File: src/rtl/dtc_therm_vote_acc.sv
// Majority-vote accumulator for thermometer class codes: histogram over WIN samples, then emit argmax.
// Optional DTC_VOTE_FLUSH_EN adds a flush input that closes a partial window early.
module dtc_therm_vote_acc #(
    parameter int W     = 7,
    parameter int WIN   = 8,
    parameter int CNT_W = $clog2(WIN + 1),
    parameter int CLS_W = $clog2(W + 1)
) (
    input  logic             clk,
    input  logic             rst_n,
    input  logic             in_valid,
    output logic             in_ready,
    input  logic [W-1:0]     in_code,
`ifdef DTC_VOTE_FLUSH_EN
    input  logic             flush,
`endif
    output logic             out_valid,
    input  logic             out_ready,
    output logic [CLS_W-1:0] out_class,
    output logic [CNT_W-1:0] out_count,
    output logic             out_err,
    output logic             out_tie
);

    typedef enum logic [1:0] {S_ACC, S_VOTE, S_EMIT} state_e;

    state_e                 state_q, state_d;
    logic [W:0][CNT_W-1:0]  bin_q, bin_d;
    logic [CNT_W-1:0]       cnt_q, cnt_d;
    logic                   err_q, err_d;
    logic [CLS_W-1:0]       cls_q, cls_d;
    logic [CNT_W-1:0]       vcnt_q, vcnt_d;
    logic                   verr_q, verr_d;
    logic                   tie_q, tie_d;

    logic                   xfer, win_full, flush_go, code_ok;
    logic [CLS_W-1:0]       code_cls;
    logic [CNT_W-1:0]       cnt_inc;
    logic [CLS_W-1:0]       best_cls;
    logic [CNT_W-1:0]       best_cnt;
    logic                   best_tie;

    // Well-formed iff adding one carries through every set bit (ones contiguous from LSB).
    always_comb begin
        code_ok  = (in_code & (in_code + W'(1))) == '0;
        code_cls = '0;
        for (int i = 0; i < W; i++)
            code_cls = code_cls + CLS_W'(in_code[i]);
    end

    assign xfer     = in_valid & in_ready;
    assign cnt_inc  = cnt_q + CNT_W'(1);
    assign win_full = xfer && (cnt_inc == CNT_W'(WIN));
`ifdef DTC_VOTE_FLUSH_EN
    assign flush_go = flush && (xfer || (cnt_q != '0));
`else
    assign flush_go = 1'b0;
`endif

    // FSM: state register
    always_ff @(posedge clk or negedge rst_n) begin
        if (!rst_n) state_q <= S_ACC;
        else        state_q <= state_d;
    end

    // FSM: next state
    always_comb begin
        state_d = state_q;
        case (state_q)
            S_ACC:   if (win_full || flush_go) state_d = S_VOTE;
            S_VOTE:  state_d = S_EMIT;
            S_EMIT:  if (out_ready) state_d = S_ACC;
            default: state_d = S_ACC;
        endcase
    end

    // FSM: outputs
    always_comb begin
        in_ready  = (state_q == S_ACC);
        out_valid = (state_q == S_EMIT);
    end

    // Histogram, sample counter and sticky error; cleared once the result is taken.
    always_comb begin
        bin_d = bin_q;
        cnt_d = cnt_q;
        err_d = err_q;
        if (state_q == S_EMIT && out_ready) begin
            bin_d = '0;
            cnt_d = '0;
            err_d = 1'b0;
        end else if (xfer) begin
            cnt_d = cnt_inc;
            if (code_ok) bin_d[code_cls] = bin_q[code_cls] + CNT_W'(1);
            else         err_d = 1'b1;
        end
    end

    // Strict '>' keeps the lowest index on ties; an empty histogram never flags a tie.
    always_comb begin
        best_cls = '0;
        best_cnt = '0;
        best_tie = 1'b0;
        for (int c = 0; c <= W; c++) begin
            if (bin_q[c] > best_cnt) begin
                best_cnt = bin_q[c];
                best_cls = CLS_W'(c);
                best_tie = 1'b0;
            end else if (bin_q[c] == best_cnt && best_cnt != '0) begin
                best_tie = 1'b1;
            end
        end
    end

    always_comb begin
        cls_d  = cls_q;
        vcnt_d = vcnt_q;
        verr_d = verr_q;
        tie_d  = tie_q;
        if (state_q == S_VOTE) begin
            cls_d  = best_cls;
            vcnt_d = best_cnt;
            verr_d = err_q;
            tie_d  = best_tie;
        end
    end

    always_ff @(posedge clk or negedge rst_n) begin
        if (!rst_n) begin
            bin_q  <= '0;
            cnt_q  <= '0;
            err_q  <= 1'b0;
            cls_q  <= '0;
            vcnt_q <= '0;
            verr_q <= 1'b0;
            tie_q  <= 1'b0;
        end else begin
            bin_q  <= bin_d;
            cnt_q  <= cnt_d;
            err_q  <= err_d;
            cls_q  <= cls_d;
            vcnt_q <= vcnt_d;
            verr_q <= verr_d;
            tie_q  <= tie_d;
        end
    end

    assign out_class = cls_q;
    assign out_count = vcnt_q;
    assign out_err   = verr_q;
    assign out_tie   = tie_q;

endmodule

File: config.mk
export PLATFORM = sky130hd
export DESIGN_NAME = dtc_therm_vote_acc
export DESIGN_NICKNAME = d
export VERILOG_FILES = /design/src/rtl/dtc_therm_vote_acc.sv
export SDC_FILE = /design/constraint.sdc
export NUM_CORES = 1
export LEC_CHECK = 0
export ABC_AREA = 1
export BUFFER_PORTS_ARGS = -buffer_cell sky130_fd_sc_hd__buf_2
export CAP_MARGIN = 5
export CORE_MARGIN = 5
export CORE_UTILIZATION = 38
export DETAILED_ROUTE_END_ITERATION = 10
export PLACE_DENSITY = 0.52
export REMOVE_ABC_BUFFERS = 1
export SETUP_SLACK_MARGIN = 0.4
export SYNTH_ARGS = -nofsm -noshare
export SYNTH_HDL_FRONTEND = slang
export SYNTH_SLANG_ARGS = --single-unit
export TNS_END_PERCENT = 1
File: constraint.sdc
create_clock -name clk -period 9.6 [get_ports clk]
set_input_delay 0.48 -clock clk [delete_from_list [all_inputs] [get_ports clk]]
set_output_delay 0.48 -clock clk [all_outputs]
set_load 0.02 [all_outputs]
# --- Word-level counts from Yosys, hierarchy flattened ---
# Index checks and enable logic that the tools add are counted.
totals:
  ff_bits: 48
  word_cells: 118
classes:
  addsub: 9
  order_cmp: 10
  n_eq_ne: 13
  muxes: 45
  n_bitwise: 2
  reduce_logical: 24
ops:
  columns: ["op", "n"]
  rows:
  - ["2-to-1 mux 32 bit", 3]
  - ["2-to-1 mux 4 bit", 12]
  - ["bitwise mux 32 bit", 1]
  - ["== test 4 bit", 7]
  - ["> comparator 4 bit", 7]
  - ["nonzero test 4 bit", 7]
  - ["2-to-1 mux 1 bit", 18]
  - ["2-to-1 mux 3 bit", 6]
  - ["adder 3 x 1 -> 3 bit", 4]
  - ["binary-select mux 4 bit (select 3 bit)", 1]
  - ["demux 4 bit (select 3 bit)", 1]
  - ["logical AND 1 bit", 10]
  - ["adder 4 x 1 -> 4 bit, second input constant", 2]
  - ["adder 7 x 1 -> 7 bit, second input constant", 1]
  - ["AND 7 bit", 1]
  - ["logical NOT 7 bit", 1]
  - ["inequality test 2 x 1 -> 1 bit, second input constant", 3]
  - ["one-hot mux 2 bit (3 select lines)", 1]
  - ["AND reduction 2 bit", 3]
  - ["== test 4 bit, second input constant", 1]
  - ["> comparator 4 x 1 -> 1 bit, second input constant", 1]
  - ["< comparator 3 x 4 -> 1 bit, second input constant", 1]
  - ["2-to-1 mux 2 bit", 2]
  - ["nonzero test 2 bit", 2]
  - ["other kinds (7)", 7]

# --- Depth between registers and ports, before layout ---
logic_depth:
  ltp_word: 18
  depth_mapped: 72
  ltp_nobuf: 69

# --- Least setup slack after synthesis ---
# Ideal clock, no wire load.
synth_path:
  kind: "register to register"
  from: "register bin_q[1] (netlist name)"
  to: "register vcnt_q[0], in the netlist out_count[0]"
  setup_ps: 117
  arrival_ps: 7079
  required_ps: 9483
  setup_slack_ps: 2403
  path_stages_with_launch: 70
  n_path_buf: 3
  synth_period_minus_slack_ps: 7197
  path_cell_list: "dfrtp_1 inv_1 ha_1 nand2_1 nand2_1 nand2_1 nand2_2 nand2_4 nand2_1 o21ai_0 ha_1 nand2_1 nor2_2 nand2_1 nand2_2 nand2_2 buf_6 nand2_1 [... 34 more ...] inv_2 nand2_1 nand2_2 nand2_2 buf_6 o21ai_0 inv_1 ha_1 nand2_1 inv_1 nand2_1 inv_1 nand2_1 nand2_4 nand2_8 nand2_2 nand3_1 nand2_1"
synth_between:
  elab_chain_cells: 16
synth_lines:
  columns: ["item", "line_no", "rtl"]
  rows:
  - ["start: declaration", "28", "logic [W:0][CNT_W-1:0] bin_q, bin_d;"]
  - ["start signal: assignment", "138", "bin_q <= bin_d;"]
  - ["> comparator 4 x 1 -> 1 bit", "105", "if (bin_q[c] > best_cnt) begin"]
  - ["2-to-1 mux 4 bit (*)", "105", null]
  - ["> comparator 4 bit", "105", null]
  - ["2-to-1 mux 4 bit (*)", "105", null]
  - ["> comparator 4 bit", "105", null]
  - ["2-to-1 mux 4 bit (*)", "105", null]
  - ["> comparator 4 bit", "105", null]
  - ["2-to-1 mux 4 bit (*)", "105", null]
  - ["> comparator 4 bit", "105", null]
  - ["2-to-1 mux 4 bit (*)", "105", null]
  - ["> comparator 4 bit", "105", null]
  - ["2-to-1 mux 4 bit (*)", "105", null]
  - ["> comparator 4 bit", "105", null]
  - ["2-to-1 mux 4 bit (*)", "105", null]
  - ["> comparator 4 bit", "105", null]
  - ["2-to-1 mux 4 bit (*)", "105", null]
  - ["end signal: assignment", "142", "vcnt_q <= vcnt_d;"]
  - ["end: declaration", "32", "logic [CNT_W-1:0] vcnt_q, vcnt_d;"]
# Mark *: on every way between the ends. The rest lies on a longest branch, timed or not.
# A chain may end at the register's enable or synchronous reset.

# --- Final worst setup path ---
# Ends and elaborated chain as after synthesis.

==> parameters.txt <==
Parameter                              Value

Logic synthesis
  Post-synth design cell area ... 3830 um2
  Number of storage elements in the synthesis netlist ... 48
  Async set or reset register ratio after synthesis ... 100%
  Number of synthesized flops with an enable pin ... 0
  Dominant register cell in the synthesized netlist ... sky130_fd_sc_hd__dfrtp_1
  Number of warnings reported in the yosys synthesis log ... 0
  Mean instance size in the synthesized netlist ... 7.44 um2
  Cells after Synth ... 514
  Fraction of the yosys area taken by sequential cells ... 31.4%
  Number of distinct library cells after synthesis ... 42

Floorplan
  X dimension of the die ... 110 um
  Height of the die ... 110 um
  Number of top-level pins ... 22
  Core footprint ... 9820 um2
  Initial core utilization ... 39.0%
  Rows ... 36
  Die ar. ... 12200 um2

Global route
  Total Routing Usage GR ... 17.1%
  Via count of the first global-routing pass ... 3315
  Remaining Overflow, GRT ... 0
  Number of antenna violations at the first check in global routing ... 0
  Global-route wire length before repair ... 16400 um
  Pin count of the biggest net entering global routing ... 49

Status
  Result of the run ... complete, no violations

Final layout
  Most frequent cells in the layout ... sky130_fd_sc_hd__inv_1, sky130_fd_sc_hd__nand2_1, sky130_fd_sc_hd__dfrtp_1
  Antenna cell count ... 0
  Core Util, Final ... 42.2%
  Final cell area excluding filler cells ... 4140 um2
  Fraction of layout instances using a drive strength above 1 ... 15.5%
  Number of nets in the layout ... 576
  Synthesis-to-finish area growth ... 8.31%

Worst hold path
  Hold Path Class ... input pin to asynchronous set/reset pin

Clock network
  Clock tree from TritonCTS ... yes
  Number of buffers created by CTS ... 5
  Number of cells upsized or downsized after cts ... 0
  Number of levels in the clock H-tree ... 2
  Buffer count from post-CTS setup fixing ... 0
  Clk pin slew, worst setup/hold paths ... 100 ps
  Number of buffers added to fix hold violations after cts ... 0
  Clock latency of the later-clocked register in the worst-skew pair ... 310 ps
  Clock Sinks ... 48
  Clock root buffer master ... sky130_fd_sc_hd__clkbuf_8
  Deepest clock path buffer count ... 2

Placement
  Placed cell area ... 4060 um2
  Placer's final routability congestion estimate ... 0.914
  Port buffer count ... 21
  Placed wire-length estimate ... 7600 um
  Place WS ... 1520 ps

Worst setup path
  Setup slack of the most critical reg-to-reg path ... 1530 ps
  Data required time of the worst path ... 9800 ps
  End of the worst register-to-register path ... out_count[0]
  Most common cell on crit path ... sky130_fd_sc_hd__nand2_1
  Worst path top cell family by delay ... simple AND/OR/NAND/NOR gates
  Worst path max stage delay ... 500 ps
  Origin of the critical flop-to-flop path ... bin_q[1]
  Signal arrival time at the worst endpoint ... 8260 ps
  Worst path bufs/invs ... 13
  Crit Path Category ... flop to flop
  Slowest stage cell on the critical path ... sky130_fd_sc_hd__o21ai_0
  Crit. End Element ... flop
  Startpoint class of the critical path ... flop
  Reg2Reg Depth ... 63
  CP Max Fanout ... 11

Route
  Number of iterations in the first detailed-routing pass ... 5
  Total via count in the routed design ... 3441
  Count of antenna-violating nets left after detailed routing ... 0
  Wire length per cell after detailed routing ... 14.4 um
  Vias/cell ... 5.14
  First DRT Iteration DRCs ... 211
  Total wire length ... 9650 um
  Remaining DRCs ... 0

Timing
  Post-layout minimum cycle time ... 8070 ps
  Final hold violation count ... 0
  Setup repair after global routing missed its margin ... no
  Final worst slack ... 1530 ps
  Worst Clk Skew ... 14.1 ps
  Final period util ... 84.0%
  Slew HR ... 44.2%
  Achievable frequency ... 124 MHz
  Least-Margin Pin Slew ... 834 ps
  Final number of max-transition violations ... 0
  Number of failing setup endpoints in the final timing report ... 0
  Sum of negative setup slack ... 0 ps

Run
  Maximum capacitance violations ... 0
-- worst max path at each step --
stage	start	endpoint	slack, ps	cells after the start
floorplan	bin_q[1]	out_count[0]	2490	66
global placement	bin_q[1]	out_count[3]	1620	60
detailed placement	bin_q[1]	out_count[3]	1520	63
CTS	bin_q[1]	out_count[3]	1500	63
global route	bin_q[1]	out_count[3]	650	66
finish	bin_q[1]	out_count[0]	1530	63
-- kinds of logic (layout without fill, tap and decap cells) --
family	count (synthesis)	in the layout	synth area share, %
AOI/OAI and AO/OA	93	93	15.7
buffers and inverters	112	135	11.6
adders and majority gates	29	29	10.3
and+or+nand+nor	228	228	30.2
xor gates and xnor gates	4	4	0.916
DFF	48	48	31.4
-- sequential cells by signal, indices dropped and copies added, names as in the netlist --
register   cells
out_count      4
state_q        2
out_class      3
bin_q         32
cnt_q          4
out_err        1
out_tie        1
err_q          1
-- final cells by class --
class / instances / area [um2]
fill: 1056 / 5680
multi-input combinational: 354 / 2180
sequential: 48 / 1200
inverter: 105 / 394
tap: 133 / 166
timing repair buffer: 22 / 113
clock buffer: 5 / 68.8
clock inverter: 3 / 18.8
-- Yosys cell counts, types with 6 or more instances --
| library cell | instances | area share [%] |
|---|---|---|
| sky130_fd_sc_hd__o32ai_1 | 6 | 1.4 |
| sky130_fd_sc_hd__inv_2 | 6 | 0.59 |
| sky130_fd_sc_hd__nand2_4 | 7 | 2.1 |
| sky130_fd_sc_hd__o21a_1 | 7 | 1.4 |
| sky130_fd_sc_hd__nor3_1 | 13 | 1.7 |
| sky130_fd_sc_hd__a21oi_1 | 13 | 1.7 |
| sky130_fd_sc_hd__nand3_1 | 37 | 4.8 |
| sky130_fd_sc_hd__a221oi_1 | 6 | 1.4 |
| sky130_fd_sc_hd__ha_1 | 25 | 8.2 |
| sky130_fd_sc_hd__o21ai_0 | 18 | 2.4 |
| sky130_fd_sc_hd__nand2_2 | 25 | 4.1 |
| sky130_fd_sc_hd__nand3_2 | 8 | 2.1 |
| sky130_fd_sc_hd__o22ai_1 | 29 | 4.7 |
| sky130_fd_sc_hd__inv_1 | 97 | 9.5 |
| sky130_fd_sc_hd__dfrtp_1 | 48 | 31 |
| sky130_fd_sc_hd__nor2_1 | 26 | 2.6 |
| sky130_fd_sc_hd__nand2_1 | 97 | 9.5 |
-- per-layer routing --
layer	track usage [%]	wire length, um	part of all wire (%)
met5	0	0	0
met4	3.61	90	0.93
met3	2.39	310	3.2
met2	27.2	4350	45
met1	24.9	4900	51
-- per-stage QoR --
step / instances / hold WS (ps)
after CTS: 670 / 285
after floorplan: 507 / 184
final: 670 / 244
after detailed placement: 662 / 464
after global routing: 670 / 309
after global placement: 662 / 457
Power is not shown: default switching activity piles up to over one toggle a cycle in this logic, so the estimate is an artifact.
